**src/rtl/rd_word_packer_pkg.sv**
```systemverilog
// Shared types and constants for the read-side byte-to-word packer.
package rd_pack_pkg;

   localparam int unsigned BYTE_W = 8;

   typedef enum logic [1:0] {
      RUN   = 2'd0,
      DRAIN = 2'd1,
      FPUSH = 2'd2
   } pack_state_e;

   // One keep bit per byte lane of the output word.
   function automatic int unsigned keep_w(input int unsigned bytes_per_word);
      return bytes_per_word;
   endfunction

endpackage

```
**src/rtl/rd_word_packer_if.sv**
```systemverilog
// FIFO read port plus word output stream of the packer.
// PACKER_PARITY_EN adds out_parity.
interface rd_word_packer_if #(
   parameter int unsigned BYTES_PER_WORD = 4
);
   import rd_pack_pkg::*;

   localparam int unsigned DW = BYTE_W * BYTES_PER_WORD;

   logic                      fifo_empty;
   logic                      rd_en;
   logic [BYTE_W-1:0]         rdata;
   logic                      rvalid;
   logic                      flush;
   logic [DW-1:0]             out_data;
   logic [BYTES_PER_WORD-1:0] out_keep;
   logic                      out_valid;
   logic                      out_ready;
   logic                      busy;
   logic                      err;
`ifdef PACKER_PARITY_EN
   logic                      out_parity;
`endif

   modport master (
      input  fifo_empty, rdata, rvalid, flush, out_ready,
`ifdef PACKER_PARITY_EN
      output out_parity,
`endif
      output rd_en, out_data, out_keep, out_valid, busy, err
   );

   modport slave (
      output fifo_empty, rdata, rvalid, flush, out_ready,
`ifdef PACKER_PARITY_EN
      input  out_parity,
`endif
      input  rd_en, out_data, out_keep, out_valid, busy, err
   );

endinterface

```
**src/rtl/rd_word_packer_queue.sv**
```systemverilog
// pack_word_queue: small synchronous FIFO of {data, keep[, parity]} with occupancy count.
// PACKER_PARITY_EN adds a per-entry parity bit.
module pack_word_queue #(
   parameter int unsigned DATA_W = 32,
   parameter int unsigned KEEP_W = 4,
   parameter int unsigned DEPTH  = 4
) (
   input  logic                    clk,
   input  logic                    rst,
   input  logic                    push,
   input  logic [DATA_W-1:0]       push_data,
   input  logic [KEEP_W-1:0]       push_keep,
`ifdef PACKER_PARITY_EN
   input  logic                    push_par,
   output logic                    head_par,
`endif
   input  logic                    pop,
   output logic [DATA_W-1:0]       head_data,
   output logic [KEEP_W-1:0]       head_keep,
   output logic [$clog2(DEPTH):0]  cnt
);

   localparam int unsigned PW = $clog2(DEPTH);
   localparam int unsigned CW = PW + 1;

   logic [DATA_W-1:0] data_q [DEPTH];
   logic [DATA_W-1:0] data_d [DEPTH];
   logic [KEEP_W-1:0] keep_q [DEPTH];
   logic [KEEP_W-1:0] keep_d [DEPTH];
`ifdef PACKER_PARITY_EN
   logic              par_q  [DEPTH];
   logic              par_d  [DEPTH];
`endif
   logic [PW-1:0]     wr_ptr_q, wr_ptr_d;
   logic [PW-1:0]     rd_ptr_q, rd_ptr_d;
   logic [CW-1:0]     cnt_q, cnt_d;
   logic              do_push, do_pop;

   always_comb begin
      data_d   = data_q;
      keep_d   = keep_q;
`ifdef PACKER_PARITY_EN
      par_d    = par_q;
`endif
      wr_ptr_d = wr_ptr_q;
      rd_ptr_d = rd_ptr_q;
      cnt_d    = cnt_q;
      do_pop   = pop && (cnt_q != '0);
      // A full queue still accepts a push when the head leaves in the same cycle.
      do_push  = push && ((cnt_q != CW'(DEPTH)) || do_pop);

      if (do_push) begin
         data_d[wr_ptr_q] = push_data;
         keep_d[wr_ptr_q] = push_keep;
`ifdef PACKER_PARITY_EN
         par_d[wr_ptr_q]  = push_par;
`endif
         wr_ptr_d = wr_ptr_q + PW'(1);
      end
      if (do_pop) begin
         rd_ptr_d = rd_ptr_q + PW'(1);
      end
      if (do_push && !do_pop) begin
         cnt_d = cnt_q + CW'(1);
      end else if (!do_push && do_pop) begin
         cnt_d = cnt_q - CW'(1);
      end
   end

   always_ff @(posedge clk or posedge rst) begin
      if (rst) begin
         for (int i = 0; i < int'(DEPTH); i++) begin
            data_q[i] <= '0;
            keep_q[i] <= '0;
`ifdef PACKER_PARITY_EN
            par_q[i]  <= 1'b0;
`endif
         end
         wr_ptr_q <= '0;
         rd_ptr_q <= '0;
         cnt_q    <= '0;
      end else begin
         data_q   <= data_d;
         keep_q   <= keep_d;
`ifdef PACKER_PARITY_EN
         par_q    <= par_d;
`endif
         wr_ptr_q <= wr_ptr_d;
         rd_ptr_q <= rd_ptr_d;
         cnt_q    <= cnt_d;
      end
   end

   assign head_data = data_q[rd_ptr_q];
   assign head_keep = keep_q[rd_ptr_q];
`ifdef PACKER_PARITY_EN
   assign head_par  = par_q[rd_ptr_q];
`endif
   assign cnt       = cnt_q;

endmodule

```
**src/rtl/rd_word_packer.sv**
```systemverilog
// Read-domain packer: pulls bytes from the async FIFO, packs them little-endian into words,
// queues words with valid/ready backpressure; flush emits a partial word. PACKER_PARITY_EN adds out_parity.
module rd_word_packer
   import rd_pack_pkg::*;
#(
   parameter int unsigned BYTES_PER_WORD = 4,
   parameter int unsigned OBUF_DEPTH     = 4
) (
   input  logic             r_clk,
   input  logic             rst,
   rd_word_packer_if.master bus
);

   localparam int unsigned DW  = BYTE_W * BYTES_PER_WORD;
   localparam int unsigned KW  = keep_w(BYTES_PER_WORD);
   localparam int unsigned CW  = $clog2(BYTES_PER_WORD);
   localparam int unsigned OCW = $clog2(OBUF_DEPTH) + 1;

   pack_state_e   state_q, state_d;
   logic [CW-1:0] asm_cnt_q, asm_cnt_d;
   logic [DW-1:0] asm_data_q, asm_data_d;
   logic          inflight_q, inflight_d;
   logic          err_q, err_d;

   logic [OCW-1:0] obuf_cnt;
   logic           push;
   logic [DW-1:0]  push_data;
   logic [KW-1:0]  push_keep;
   logic           pop;
   logic           rd_en_c;

   // One queue slot stays free for a byte already in flight that may complete a word.
   assign rd_en_c = !rst && !bus.fifo_empty && (state_q == RUN) &&
                    (obuf_cnt <= OCW'(OBUF_DEPTH - 2));

   always_comb begin
      state_d    = state_q;
      asm_cnt_d  = asm_cnt_q;
      asm_data_d = asm_data_q;
      inflight_d = rd_en_c;
      err_d      = err_q;
      push       = 1'b0;
      push_data  = asm_data_q;
      push_keep  = '1;

      // Only solicited bytes land; the last lane pushes the full word and restarts.
      if (bus.rvalid && inflight_q) begin
         asm_data_d[32'(asm_cnt_q) * BYTE_W +: BYTE_W] = bus.rdata;
         if (asm_cnt_q == CW'(BYTES_PER_WORD - 1)) begin
            push       = 1'b1;
            push_data  = asm_data_d;
            push_keep  = '1;
            asm_data_d = '0;
            asm_cnt_d  = '0;
         end else begin
            asm_cnt_d = asm_cnt_q + CW'(1);
         end
      end
      if (bus.rvalid != inflight_q) begin
         err_d = 1'b1;
      end

      case (state_q)
         RUN: begin
            if (bus.flush) state_d = DRAIN;
         end
         DRAIN: begin
            if (!inflight_q) state_d = (asm_cnt_q != '0) ? FPUSH : RUN;
         end
         FPUSH: begin
            // Unused lanes are already zero because the assembler clears after every push.
            if (obuf_cnt < OCW'(OBUF_DEPTH)) begin
               push       = 1'b1;
               push_data  = asm_data_q;
               push_keep  = KW'((KW'(1) << asm_cnt_q) - KW'(1));
               asm_cnt_d  = '0;
               asm_data_d = '0;
               state_d    = RUN;
            end
         end
         default: state_d = RUN;
      endcase
   end

   always_ff @(posedge r_clk or posedge rst) begin
      if (rst) begin
         state_q    <= RUN;
         asm_cnt_q  <= '0;
         asm_data_q <= '0;
         inflight_q <= 1'b0;
         err_q      <= 1'b0;
      end else begin
         state_q    <= state_d;
         asm_cnt_q  <= asm_cnt_d;
         asm_data_q <= asm_data_d;
         inflight_q <= inflight_d;
         err_q      <= err_d;
      end
   end

   assign pop = (obuf_cnt != '0) && bus.out_ready;

   pack_word_queue #(
      .DATA_W (DW),
      .KEEP_W (KW),
      .DEPTH  (OBUF_DEPTH)
   ) u_queue (
      .clk       (r_clk),
      .rst       (rst),
      .push      (push),
      .push_data (push_data),
      .push_keep (push_keep),
`ifdef PACKER_PARITY_EN
      .push_par  (^push_data),
      .head_par  (bus.out_parity),
`endif
      .pop       (pop),
      .head_data (bus.out_data),
      .head_keep (bus.out_keep),
      .cnt       (obuf_cnt)
   );

   assign bus.rd_en     = rd_en_c;
   assign bus.out_valid = (obuf_cnt != '0);
   assign bus.busy      = (asm_cnt_q != '0) || inflight_q || (obuf_cnt != '0);
   assign bus.err       = err_q;

endmodule

```
**src/flat_wrapper.sv**
```systemverilog
// flat-port wrapper written by rule: the top's interface ports become plain ports
module rd_word_packer_flat import rd_pack_pkg::*;
#(
   parameter int unsigned BYTES_PER_WORD = 4,
   parameter int unsigned OBUF_DEPTH     = 4
)
  (r_clk, rst, bus_fifo_empty, bus_rdata, bus_rvalid, bus_flush, bus_out_ready, bus_rd_en, bus_out_data, bus_out_keep, bus_out_valid, bus_busy, bus_err);
  rd_word_packer_if #(.BYTES_PER_WORD(BYTES_PER_WORD)) bus_i ();
  input  logic r_clk;
  input  logic rst;
  input wire logic [$bits(bus_i.fifo_empty)-1:0] bus_fifo_empty;
  input wire logic [$bits(bus_i.rdata)-1:0] bus_rdata;
  input wire logic [$bits(bus_i.rvalid)-1:0] bus_rvalid;
  input wire logic [$bits(bus_i.flush)-1:0] bus_flush;
  input wire logic [$bits(bus_i.out_ready)-1:0] bus_out_ready;
  output wire logic [$bits(bus_i.rd_en)-1:0] bus_rd_en;
  output wire logic [$bits(bus_i.out_data)-1:0] bus_out_data;
  output wire logic [$bits(bus_i.out_keep)-1:0] bus_out_keep;
  output wire logic [$bits(bus_i.out_valid)-1:0] bus_out_valid;
  output wire logic [$bits(bus_i.busy)-1:0] bus_busy;
  output wire logic [$bits(bus_i.err)-1:0] bus_err;
  assign bus_i.fifo_empty = bus_fifo_empty;
  assign bus_i.rdata = bus_rdata;
  assign bus_i.rvalid = bus_rvalid;
  assign bus_i.flush = bus_flush;
  assign bus_i.out_ready = bus_out_ready;
  assign bus_rd_en = bus_i.rd_en;
  assign bus_out_data = bus_i.out_data;
  assign bus_out_keep = bus_i.out_keep;
  assign bus_out_valid = bus_i.out_valid;
  assign bus_busy = bus_i.busy;
  assign bus_err = bus_i.err;
  rd_word_packer #(.BYTES_PER_WORD(BYTES_PER_WORD), .OBUF_DEPTH(OBUF_DEPTH)) u_core (.r_clk(r_clk), .rst(rst), .bus(bus_i));
endmodule
```
**config.mk**
```make
export PLATFORM = sky130hd
export DESIGN_NAME = rd_word_packer_flat
export DESIGN_NICKNAME = d
export VERILOG_FILES = /design/src/rtl/rd_word_packer_pkg.sv /design/src/rtl/rd_word_packer_if.sv /design/src/rtl/rd_word_packer_queue.sv /design/src/rtl/rd_word_packer.sv /design/src/flat_wrapper.sv
export SDC_FILE = /design/constraint.sdc
export NUM_CORES = 1
export LEC_CHECK = 0
export ABC_AREA = 1
export ABC_CLOCK_PERIOD_IN_PS = 6150
export CAP_MARGIN = 40
export CELL_PAD_IN_SITES_DETAIL_PLACEMENT = 1
export CELL_PAD_IN_SITES_GLOBAL_PLACEMENT = 1
export CORE_ASPECT_RATIO = 0.75
export CORE_UTILIZATION = 30
export CTS_CLUSTER_DIAMETER = 200
export CTS_CLUSTER_SIZE = 30
export DETAILED_ROUTE_END_ITERATION = 8
export GPL_TIMING_DRIVEN = 0
export PLACE_DENSITY_LB_ADDON = 0.1
export SLEW_MARGIN = 20
export SYNTH_ARGS = -nofsm -noshare
export SYNTH_HDL_FRONTEND = slang
export SYNTH_HIERARCHICAL = 1
export SYNTH_SLANG_ARGS = --single-unit
```
**constraint.sdc**
```tcl
create_clock -name r_clk -period 6.15 [get_ports r_clk]
set_clock_uncertainty 0.2 [all_clocks]
set_input_delay 0.9225 -clock r_clk [delete_from_list [all_inputs] [get_ports r_clk]]
set_output_delay 0.9225 -clock r_clk [all_outputs]
set_load 0.01 [all_outputs]
```
== Word-level counts from Yosys, hierarchy flattened ==
Index checks and enable logic that the tools add are counted.

* Shift-type cells: 3
* Reduce and logical (&&, ||, !) cells: 22
* Muxes and demuxes: 38
* Bitwise gates (word level): 2
* Equal/unequal tests: 8
* Add/sub/neg operators: 7
* Order comparisons: 5

{| class="wikitable"
|+ Operators by type and width
! cell !! count
|-
| two-way mux 32 bit || 11
|-
| bitwise mux 128 bit || 1
|-
| binary-select mux 32 bit (select 2 bit) || 1
|-
| demux 32 bit (select 2 bit) || 1
|-
| negation 5 -> 34 bit || 1
|-
| variable shift 8 x 34 -> 32 bit (first input constant) || 1
|-
| indexed part select 8 x 34 -> 32 bit || 1
|-
| bitwise mux 32 bit || 1
|-
| two-way mux 4 bit || 5
|-
| bitwise mux 16 bit || 1
|-
| two-way mux 2 bit || 8
|-
| logical AND 1 bit || 10
|-
| binary-select mux 4 bit (select 2 bit) || 1
|-
| demux 4 bit (select 2 bit) || 1
|-
| adder 2 x 1 -> 2 bit (second input constant) || 3
|-
| >= comparator 3 bit (second input constant) || 2
|-
| two-way mux 3 bit || 2
|-
| NOT 2 -> 3 bit || 2
|-
| one-hot mux 2 bit (3 select lines) || 1
|-
| == test 2 bit (second input constant) || 2
|-
| zero test 1 bit || 4
|-
| two-way mux 1 bit || 4
|-
| inequality test 2 bit (second input constant) || 2
|-
| nonzero test 2 bit || 2
|-
| 15 further kinds || 17
|}

* Output and inout port bits: 40
* Input bits: 14
* Logic and storage cells: 101
* Flip-flop bits (word level): 189

== Longest topological paths before layout ==
Gate-level depths: netlist of the first run.

* Depth after elaboration: 10
* Depth in mapped cells: 15
* Mapped depth without buffers: 13

== By module ==
Netlist of the first run, hierarchy kept.

{| class="wikitable"
|+ By module, submodules not included
! module !! area an instance (um^2) !! cells each !! times used !! sequential area each (um^2)
|-
| pack_word_queue || 7514.7 || 890 || 1 || 3778.6
|-
| rd_word_packer || 2713.9 || 421 || 1 || 950.9
|}

== Least setup slack after synthesis of the first run ==
OpenSTA, ideal clock, no wires.

* Kind: input port to output port
* Start: input port rst
* End: output port bus_rd_en
* Slack: 2759 ps
* Data required time: 5027 ps
* Stages on the path: 3
* Data arrival time: 2269 ps
* Path through: inv_1 > nand3_1 > a211oi_1

* Longest elaborated chain between the ends: 4

{| class="wikitable"
|+ Ends and longest elaborated chain
! what !! line !! source
|-
| start, declared || flat_wrapper.sv:10 || <nowiki>input logic rst;</nowiki>
|-
| zero test 1 bit (no source line) || n/a ||
|-
| logical AND 1 bit (3 in a row) || rd_word_packer.sv:33 || <nowiki>assign rd_en_c = !rst && !bus.fifo_empty && (state_q == RUN) &&</nowiki>
|-
| end, declared || flat_wrapper.sv:16 || <nowiki>output wire logic [$bits(bus_i.rd_en)-1:0] bus_rd_en;</nowiki>
|}

Every way passes these cells.

== Final worst setup path of the first run ==
Ends and elaborated chain as after synthesis.

==> results of run 1 <==
through the flow:
stage | setup slack (ns) | util | hold slack, ns
6_report | 1.902 | 0.3568 | 0.2686
5_1_grt | 1.706 | 0.3568 | 0.2819
4_1_cts | 1.818 | 0.3568 | 0.2715
3_5_place_dp | 1.819 | 0.3393 | 0.2537
3_3_place_gp | -1.839 | 0.3377 | 0.2490
2_1_floorplan | 0.9628 | - | 0.2366
cell usage after synthesis:
library cell and instances:
o21ai_0 84, or2_2 2, buf_4 20, dfrtp_1 189, inv_2 5, o22ai_2 8
o21ai_1 8, ha_1 13, inv_1 42, buf_2 40, buf_12 1, nand2_2 1
xor2_1 3, nand2_4 4, clkbuf_1 17, nor3_1 1, buf_6 8, fa_1 1
buf_1 4, nor2_4 2, nand3_4 4, clkbuf_2 1, nor2_2 3, a21oi_1 33
o22ai_1 37, buf_8 10, nor2_1 87, nand2_1 522, nand3_1 14, nand4_1 144
a211oi_1 1, xnor2_1 2
final cells by class:
class | instances | area (µm²)
Multi-Input combinational cell | 974 | 4628
Timing Repair Buffer | 55 | 578.1
Fill cell | 4110 | 21560
Buffer | 101 | 694.4
Sequential cell | 189 | 4730
Clock buffer | 20 | 466.7
Clock inverter | 12 | 118.9
Inverter | 47 | 183.9
Tap cell | 450 | 563.0
cells by family (layout without fill, tap and decap cells):
group	after synthesis	count (layout)
AND/OR/NAND/NOR	784	784
flip-flops	189	189
AO/OA/AOI/OAI	171	171
buffers and inverters	148	235
adder cells (fa/ha/maj)	14	14
XOR/XNOR	5	5
cell usage in the layout (no fill, tap or decap), types with 2 or more instances in the layout:
cell / n
a21oi_1: 33
buf_1: 4
buf_12: 2
buf_2: 40
buf_4: 20
buf_6: 8
buf_8: 10
bufinv_16: 2
clkbuf_1: 17
clkbuf_16: 17
clkbuf_8: 3
clkdlybuf4s50_1: 53
clkinv_2: 7
clkinvlp_4: 2
dfrtp_1: 189
ha_1: 13
inv_1: 40
inv_2: 6
nand2_1: 522
nand2_4: 4
nand3_1: 14
nand3_4: 4
nand4_1: 144
nor2_1: 87
nor2_2: 3
nor2_4: 2
o21ai_0: 84
o21ai_1: 8
o22ai_1: 37
o22ai_2: 8
or2_2: 2
xnor2_1: 2
xor2_1: 3
tightest hold or removal path, stage by stage (launching register included):
cell and delay [ns]:
dfrtp_1 0.34, nand2_1 0.05, nand2_1 0.05
per-layer routing:
metal | part of all wire | global-route usage
met1 | 0.52 | 0.3729
met2 | 0.42 | 0.3393
met3 | 0.047 | 0.03539
met4 | 0.012 | 0.06351
met5 | 0 | 0
power breakdown:
group | total, µW | internal, µW | switching (µW)
clock | 1150 | 626 | 519
sequential | 1470 | 1380 | 96.1
combinational | 2570 | 862 | 1710
total | 5190 | 2870 | 2320
state kept, by name (all words and copies together), names as in the netlist:
name and cells:
u_core/asm_cnt_q 2, u_core/state_q 2, u_core/asm_data_q 32, u_core/u_queue/cnt 3
u_core/bus.err 1, u_core/u_queue/wr_ptr_q 2, u_core/u_queue/rd_ptr_q 2, u_core/inflight_q 1
u_core/u_queue/data_q 128, u_core/u_queue/keep_q 16
worst paths after layout:
path                                                          to  slack (ns)  depth (start not counted)
max                                                    bus_rd_en        1.90                          6
min                        u_core/u_queue/data_q[35]$_DFFE_PP0P_        0.27                          2
max reg2reg                    u_core/u_queue/cnt[2]$_DFFE_PP0P_        3.39                         13
min reg2reg                u_core/u_queue/data_q[35]$_DFFE_PP0P_        0.27                          2
max in group asynchronous  u_core/u_queue/data_q[92]$_DFFE_PP0P_        4.14                          3
min in group asynchronous        u_core/asm_data_q[11]$_DFF_PP0_        0.76                          2
==> impl_metrics.json, run 1 <==
{
  "synth_top_family_by_area": "simple AND/OR/NAND/NOR gates",
  "postRouteAntennaNets": 0,
  "synth_warnings": 6,
  "via_per_inst": 5.184,
  "crit_type": "in2out",
  "wl_per_cell_um": 21.75,
  "synth-compound-area-share": 0.09431,
  "leakage_uw": 0.006003,
  "worstHoldStart": "u_core/u_queue/data_q[35]$_DFFE_PP0P_",
  "portBuffers": 53,
  "hold_path_class": "reg2reg",
  "setup_viol": 0,
  "synthAdderAreaFrac": 0.01786,
  "drcViolationCount": 1,
  "synth_cell_types": 32,
  "status": "finished with violations",
  "cts.clk_slew.worst_paths_ns": 0.06,
  "crit_family": "buffers and inverters",
  "crit_start": "rst",
  "powerDensity_nw_per_um2": 433.9,
  "clk_latency_ns": 0.46,
  "cts_setup_buffers": 0,
  "grt_setup_unrepaired": "false",
  "cts_max_path_buffers": 2,
  "synthCells": 1311,
  "cts_root_buf": "clkbuf_16",
  "die_x_um": 215.2,
  "syn_avg_cell_area_um2": 7.802,
  "crit_path_cell_trace": "clkdlybuf4s50_1, inv_2, buf_12, nand3_1, a211oi_1, clkdlybuf4s50_1",
  "clock.fmax_ghz": 0.2354,
  "setup-tns-final_ns": 0,
  "maxSlewHeadroom": 0.4297,
  "first_pass_iters": 9,
  "synth.area.top_cells": "dfrtp_1, nand2_1, nand4_1",
  "fin_area_um2": 11960,
  "start_util": 0.3051,
  "grt_pass1_wl_um": 61880,
  "n_antenna_cell": 0,
  "synthMuxAreaShare": 0,
  "yosysTopAreaCell": "dfrtp_1",
  "peakVddDrop_v": 0.0001823,
  "place_area_um2": 11380,
  "die_height_um": 161.9,
  "worst_pin_slew_ns": 0.8555,
  "pin_count": 54,
  "worst_ep_arrival_time_ns": 3.13,
  "syn_nets": 1339,
  "cp_max_fo": 23,
  "final.period_utilization": 0.6907,
  "yosys.area_share.simple": 0.3360,
  "overflow": 0,
  "htreeDepth": 4,
  "holdBufCountCts": 0,
  "area_delta_synth_final_pct": 16.95,
  "grt_use_total": 0.2394,
  "synthXorXnorAreaFrac": 0.004281,
  "crit_path_end_kind": "output port",
  "ys_ff_latch": 189,
  "vias": 9580,
  "required_ns": 5.03,
  "grt_pass1_vias": 9600,
  "hold_viol_final": 0,
  "wl_um": 40190,
  "crit_slowest_cell": "clkdlybuf4s50_1",
  "layout.nets": 1413,
  "cp_slowest_stage_delay_ns": 0.61,
  "cts.repair.resized": 0,
  "dp_hpwl_um": 29180,
  "clock-sinks": 189,
  "numCtsBuffers": 17,
  "instances_no_fill": 1848,
  "synth_top_cell_area_share": 0.4624,
  "drv_cap": 0,
  "placedCellCount": 1816,
  "dieArea_um2": 34850,
  "timing.final.crit_period_ns": 4.248,
  "critPathMostFrequentCell": "clkdlybuf4s50_1",
  "cts_tree": "yes",
  "grt_max_degree": 80,
  "reg2reg_from": "u_core/asm_cnt_q[0]$_DFF_PP0_",
  "crit_buf_inv": 4,
  "num_rows": 58,
  "drtIter0Drc": 808,
  "violations": "DRC",
  "antenna_found_initial": 0,
  "gp_congestion": 0.8602,
  "ys_seq_area_frac": 0.4624,
  "critPathLaunchType": "input port",
  "p_total_uw": 5191,
  "drive_above_1_share": 0.1037,
  "slew_violations": 0,
  "netlist_area_um2": 10230,
  "core-area_um2": 33530
}
(Power assumes the default switching activity.)
==> run 2: changes to the inputs <==
--- a/config.mk
+++ b/config.mk
@@ -6,7 +6,7 @@
 export NUM_CORES = 1
 export LEC_CHECK = 0
 export ABC_AREA = 1
-export ABC_CLOCK_PERIOD_IN_PS = 6150
+export ABC_CLOCK_PERIOD_IN_PS = 3470
 export CAP_MARGIN = 40
 export CELL_PAD_IN_SITES_DETAIL_PLACEMENT = 1
 export CELL_PAD_IN_SITES_GLOBAL_PLACEMENT = 1
==> constraint.sdc (replaced) <==
create_clock -name r_clk -period 3.47 [get_ports r_clk]
set_clock_uncertainty 0.2 [all_clocks]
set_input_delay 0.5205 -clock r_clk [delete_from_list [all_inputs] [get_ports r_clk]]
set_output_delay 0.5205 -clock r_clk [all_outputs]
set_load 0.01 [all_outputs]
==> impl_metrics.json, run 2 (synthesis results as in run 1) <==
{
  "core-area_um2": 33530,
  "grt_use_total": 0.2396,
  "drv_cap": 0,
  "pwr-share-comb": 0.494,
  "start_util": 0.3051,
  "die_height_um": 161.9,
  "violations": "DRC",
  "cts_root_buf": "clkbuf_16",
  "crit_slowest_cell": "clkdlybuf4s50_1",
  "gp_congestion": 0.8601,
  "maxSlewHeadroom": 0.4659,
  "setup_viol": 0,
  "antenna_found_initial": 0,
  "p_sw_uw": 4085,
  "num_rows": 58,
  "htreeDepth": 4,
  "n_antenna_cell": 0,
  "numCtsBuffers": 17,
  "cts_max_path_buffers": 2,
  "clock.fmax_ghz": 0.3003,
  "grt_max_degree": 28,
  "p_int_uw": 5122,
  "cp_slowest_stage_delay_ns": 0.62,
  "timing.final.crit_period_ns": 3.330,
  "worst_slack_ns": 0.1398,
  "cp_max_fo": 10,
  "critPathLaunchType": "flip-flop",
  "powerDensity_nw_per_um2": 762.8,
  "cts_setup_buffers": 0,
  "portBuffers": 53,
  "drive_above_1_share": 0.1107,
  "switching_share": 0.4437,
  "crit_type": "reg2out",
  "leakage_uw": 0.006052,
  "hold_path_class": "in2async",
  "peakVddDrop_v": 0.0003626,
  "layout.nets": 1416,
  "crit_path_cell_trace": "inv_2, clkbuf_1, o21ai_0, o22ai_1, clkdlybuf4s50_1",
  "drcViolationCount": 1,
  "wl_um": 40070,
  "final.period_utilization": 0.9597,
  "worst_pin_slew_ns": 0.8012,
  "clock-sinks": 189,
  "worst_ep_arrival_time_ns": 2.61,
  "via_per_inst": 5.184,
  "instances_no_fill": 1850,
  "slew_violations": 0,
  "power_frac_seq": 0.284,
  "setup-tns-final_ns": 0,
  "largestRegisters": "u_core/u_queue/data_q: 128 flops, u_core/asm_data_q: 32 flops, u_core/u_queue/keep_q: 16 flops",
  "place_ws_ns": 0.04880,
  "top_register": "u_core/u_queue/data_q",
  "area_delta_synth_final_pct": 18.01,
  "clk_latency_ns": 0.46,
  "wl_per_cell_um": 21.66,
  "largest_register_ffs": 128,
  "die_x_um": 215.2,
  "dieArea_um2": 34850,
  "drtIter0Drc": 660,
  "hold_viol_final": 0,
  "postRouteAntennaNets": 0,
  "crit_buf_inv": 3,
  "rrSetupSlack_ns": 0.71,
  "grt_pass1_vias": 9721,
  "clkPwrFrac": 0.222,
  "grt_pass1_wl_um": 62080,
  "dp_hpwl_um": 29780,
  "layout_common_cells": "nand2_1, dfrtp_1, nand4_1",
  "crit_path_end_kind": "output port",
  "first_pass_iters": 9,
  "status": "finished with violations",
  "overflow": 0,
  "grt_setup_unrepaired": "false",
  "cts.clk_slew.worst_paths_ns": 0.08,
  "pin_count": 54,
  "cts_tree": "yes",
  "vias": 9591,
  "final_common_cell": "nand2_1",
  "crit_family": "buffers and inverters",
  "placedCellCount": 1821,
  "required_ns": 2.75
}
==> run 2: cell count changes in the layout (fill, tap and decap cells not counted), moves of 2 or more <==
| cell | before | now |
|---|---|---|
| clkinvlp_4 | 2 | 4 |
| clkbuf_8 | 3 | 0 |
| clkbuf_2 | 1 | 9 |
| buf_12 | 2 | 6 |
| clkinv_2 | 7 | 3 |
| clkbuf_1 | 17 | 10 |
==> run 2: path summary, 6_finish.rpt <==
path | endpoint | depth (start not counted) | startpoint
hold / removal | u_core/asm_data_q[2]$_DFF_PP0_ | 2 | rst
setup / recovery | bus_out_data[3] | 5 | u_core/u_queue/rd_ptr_q[0]$_DFFE_PP0P_
hold reg to reg | u_core/u_queue/data_q[79]$_DFFE_PP0P_ | 2 | u_core/u_queue/data_q[79]$_DFFE_PP0P_
setup reg to reg | u_core/u_queue/cnt[2]$_DFFE_PP0P_ | 13 | u_core/asm_cnt_q[0]$_DFF_PP0_
max in group asynchronous | u_core/u_queue/wr_ptr_q[0]$_DFFE_PP0P_ | 5 | rst
min in group r_clk | u_core/u_queue/data_q[79]$_DFFE_PP0P_ | 2 | u_core/u_queue/data_q[79]$_DFFE_PP0P_
==> run 2: area by class of cell <==
type	instances	area, µm²
plain buffers	99	696.9
clock buffers	20	436.7
clock inverters	11	145.1
fillers	4115	21460
inverters	47	182.7
multi-input cells	974	4631
flip-flops and latches	189	4730
well taps	450	563.0
repair buffers	60	685.7
==> run 2: per-layer routing <==
| metal | wire (µm) | share of wire | up-vias | GRT usage |
|---|---|---|---|---|
| met5 | 0 | 0 | - | 0 |
| met3 | 1791 | 0.045 | 27 | 0.03670 |
| met4 | 536 | 0.013 | 0 | 0.05319 |
| met1 | 20790 | 0.52 | 4837 | 0.3700 |
| met2 | 16950 | 0.42 | 200 | 0.3468 |
| li1 | - | - | 4527 | - |
==> run 2: through the flow <==
step / instance area, µm² / util / hold slack, ns / power [µW]
detailed placement: 11480 / 0.3424 / 0.2538 / 7181
global placement: 11330 / 0.3378 / 0.2495 / 7126
CTS: 12060 / 0.3597 / 0.2718 / 9263
global route: 12070 / 0.3600 / 0.2640 / 9742
floorplan: 10230 / - / 0.2366 / 5195
finish: 12070 / 0.3600 / 0.2429 / 9207
==> run 2: power by group through the flow <==
stage	Sequential, µW	Combinational [µW]	Clock, µW
finish	2620	4550	2050
global route	2650	4910	2180
CTS	2620	4540	2110
detailed placement	2660	4520	0
global placement	2650	4470	0
floorplan	2610	2580	0
==> run 2: repair_timing <==
item	CTS	global route
endpoints found under the setup margin	2	17
hold buffers	0	0
gates resized for setup	0	19
==> run 3: changes to the inputs <==
--- a/config.mk
+++ b/config.mk
@@ -17,6 +17,7 @@
 export DETAILED_ROUTE_END_ITERATION = 8
 export GPL_TIMING_DRIVEN = 0
 export PLACE_DENSITY_LB_ADDON = 0.1
+export REMOVE_ABC_BUFFERS = 1
 export SLEW_MARGIN = 20
 export SYNTH_ARGS = -nofsm -noshare
 export SYNTH_HDL_FRONTEND = slang
==> impl_metrics.json, run 3 (synthesis results as in run 1) <==
{
  "powerDensity_nw_per_um2": 780.7,
  "core-area_um2": 33530,
  "cts.clk_slew.worst_paths_ns": 0.07,
  "worst_ep_arrival_time_ns": 2.63,
  "cts_tree": "yes",
  "gp_congestion": 0.7562,
  "largestRegisters": "u_core/u_queue/data_q: 128 flops, u_core/asm_data_q: 32 flops, u_core/u_queue/keep_q: 16 flops",
  "cp_slowest_stage_delay_ns": 0.59,
  "setup_viol": 0,
  "postRouteAntennaNets": 0,
  "die_x_um": 215.2,
  "crit_path_end_kind": "output port",
  "clock-sinks": 189,
  "area_delta_synth_final_pct": 14.97,
  "grt_use_total": 0.2095,
  "worst_pin_slew_ns": 0.7955,
  "final.period_utilization": 0.9662,
  "final_core_utilization": 0.3508,
  "grt_setup_unrepaired": "false",
  "wl_per_cell_um": 20.33,
  "maxSlewHeadroom": 0.4689,
  "grt_max_degree": 80,
  "hold_viol_final": 0,
  "layout.nets": 1326,
  "leakage_uw": 0.005722,
  "num_rows": 58,
  "crit_path_cell_trace": "buf_16, clkinv_16, buf_16, o21ai_0, o22ai_1, clkdlybuf4s50_1",
  "drive_above_1_share": 0.06941,
  "overflow": 0,
  "hold-worst-slack_ns": 0.2649,
  "dieArea_um2": 34850,
  "vias": 9021,
  "multi_input_area_um2": 4700,
  "final_common_cell": "nand2_1",
  "drcViolationCount": 0,
  "status": "completed",
  "dp_hpwl_um": 20700,
  "regArea_um2": 4736,
  "via_per_inst": 5.123,
  "first_pass_iters": 5,
  "grt_pass1_wl_um": 56360,
  "layout_common_cells": "nand2_1, dfrtp_1, nand4_1",
  "slew_violations": 0,
  "peakVddDrop_v": 0.0005252,
  "grt_pass1_vias": 9335,
  "n_antenna_cell": 0,
  "required_ns": 2.75,
  "die_height_um": 161.9,
  "timing.final.crit_period_ns": 3.353,
  "crit_slowest_cell": "dfrtp_4",
  "clk_latency_ns": 0.46,
  "wl_um": 35800,
  "instances_no_fill": 1761,
  "critPathMostFrequentCell": "buf_16",
  "placedCellCount": 1726,
  "pin_count": 54,
  "top_register": "u_core/u_queue/data_q",
  "htreeDepth": 4,
  "cts_root_buf": "clkbuf_16",
  "cp_max_fo": 51,
  "antenna_found_initial": 0,
  "numCtsBuffers": 17,
  "clock.fmax_ghz": 0.2983,
  "start_util": 0.3051,
  "cts_max_path_buffers": 2,
  "crit_type": "reg2out",
  "critPathLaunchType": "flip-flop",
  "drtIter0Drc": 585,
  "portBuffers": 53,
  "drv_cap": 0,
  "hold_path_class": "reg2reg",
  "fill_cells": 4009,
  "largest_register_ffs": 128
}
[run 3: layout make-up]
| class | instances | area share |
|---|---|---|
| clock inverters | 11 | 0.01607 |
| inverters | 47 | 0.01798 |
| clock buffers | 21 | 0.03915 |
| repair buffers | 68 | 0.07660 |
| flip-flops and latches | 189 | 0.4027 |
| well taps | 450 | 0.04788 |
| multi-input cells | 975 | 0.3996 |
[run 3: critical path: cells and delay by family, from the launching register on]
kind | cells | cell delay, ns
AO/OA/AOI/OAI | 2 | 0.35
buffers and inverters | 4 | 1.16
flip-flops | 1 | 0.59
[run 3: path summary, 6_finish.rpt]
path / startpoint / endpoint / slack [ns] / depth (start not counted)
setup / recovery: u_core/u_queue/rd_ptr_q[0]$_DFFE_PP0P_ / bus_out_data[21] / 0.12 / 6
hold / removal: u_core/u_queue/data_q[83]$_DFFE_PP0P_ / u_core/u_queue/data_q[83]$_DFFE_PP0P_ / 0.26 / 2
setup reg to reg: u_core/asm_cnt_q[0]$_DFF_PP0_ / u_core/u_queue/cnt[2]$_DFFE_PP0P_ / 0.20 / 13
hold reg to reg: u_core/u_queue/data_q[83]$_DFFE_PP0P_ / u_core/u_queue/data_q[83]$_DFFE_PP0P_ / 0.26 / 2
max in group asynchronous: rst / u_core/u_queue/data_q[85]$_DFFE_PP0P_ / 1.84 / 3
min in group asynchronous: rst / u_core/inflight_q$_DFF_PP0_ / 0.39 / 2
[run 3: through the flow]
step / setup WS, ns / instance area [µm²] / TNS, ns / total power [µW]
after global routing: 0.01004 / 11760 / 0 / 9731
final: 0.1174 / 11760 / 0 / 9181
after floorplan: -1.337 / 9534 / -367.75 / 4809
after CTS: -0.02746 / 11700 / -0.02746 / 9228
after global placement: -4.705 / 10630 / -1399.38 / 6599
after detailed placement: -0.5798 / 11010 / -41.86 / 6876
[run 3: power breakdown]
part           total (µW)  leakage (µW)  internal, µW  switching (µW)
clock network        2250      0.000313          1320             938
registers            2700       0.00260          2450             253
logic                4230       0.00281          1510            2720
total                9180       0.00572          5270            3910
[run 3: repair_timing]
action                                 in CTS  in global routing
buffers inserted                            1                  0
pin swaps                                   0                  2
setup endpoints to repair                  24                 16
resized for setup                           7                  8
hold buffers                                0                  0
endpoints found under the hold margin       0                  0
cloned                                      0                  2
[run 3: routing by layer]
layer / part of all wire / global-route usage
met5: 0 / 0
met3: 0.026 / 0.03408
met4: 0.0070 / 0.03611
met1: 0.51 / 0.3042
met2: 0.46 / 0.3305
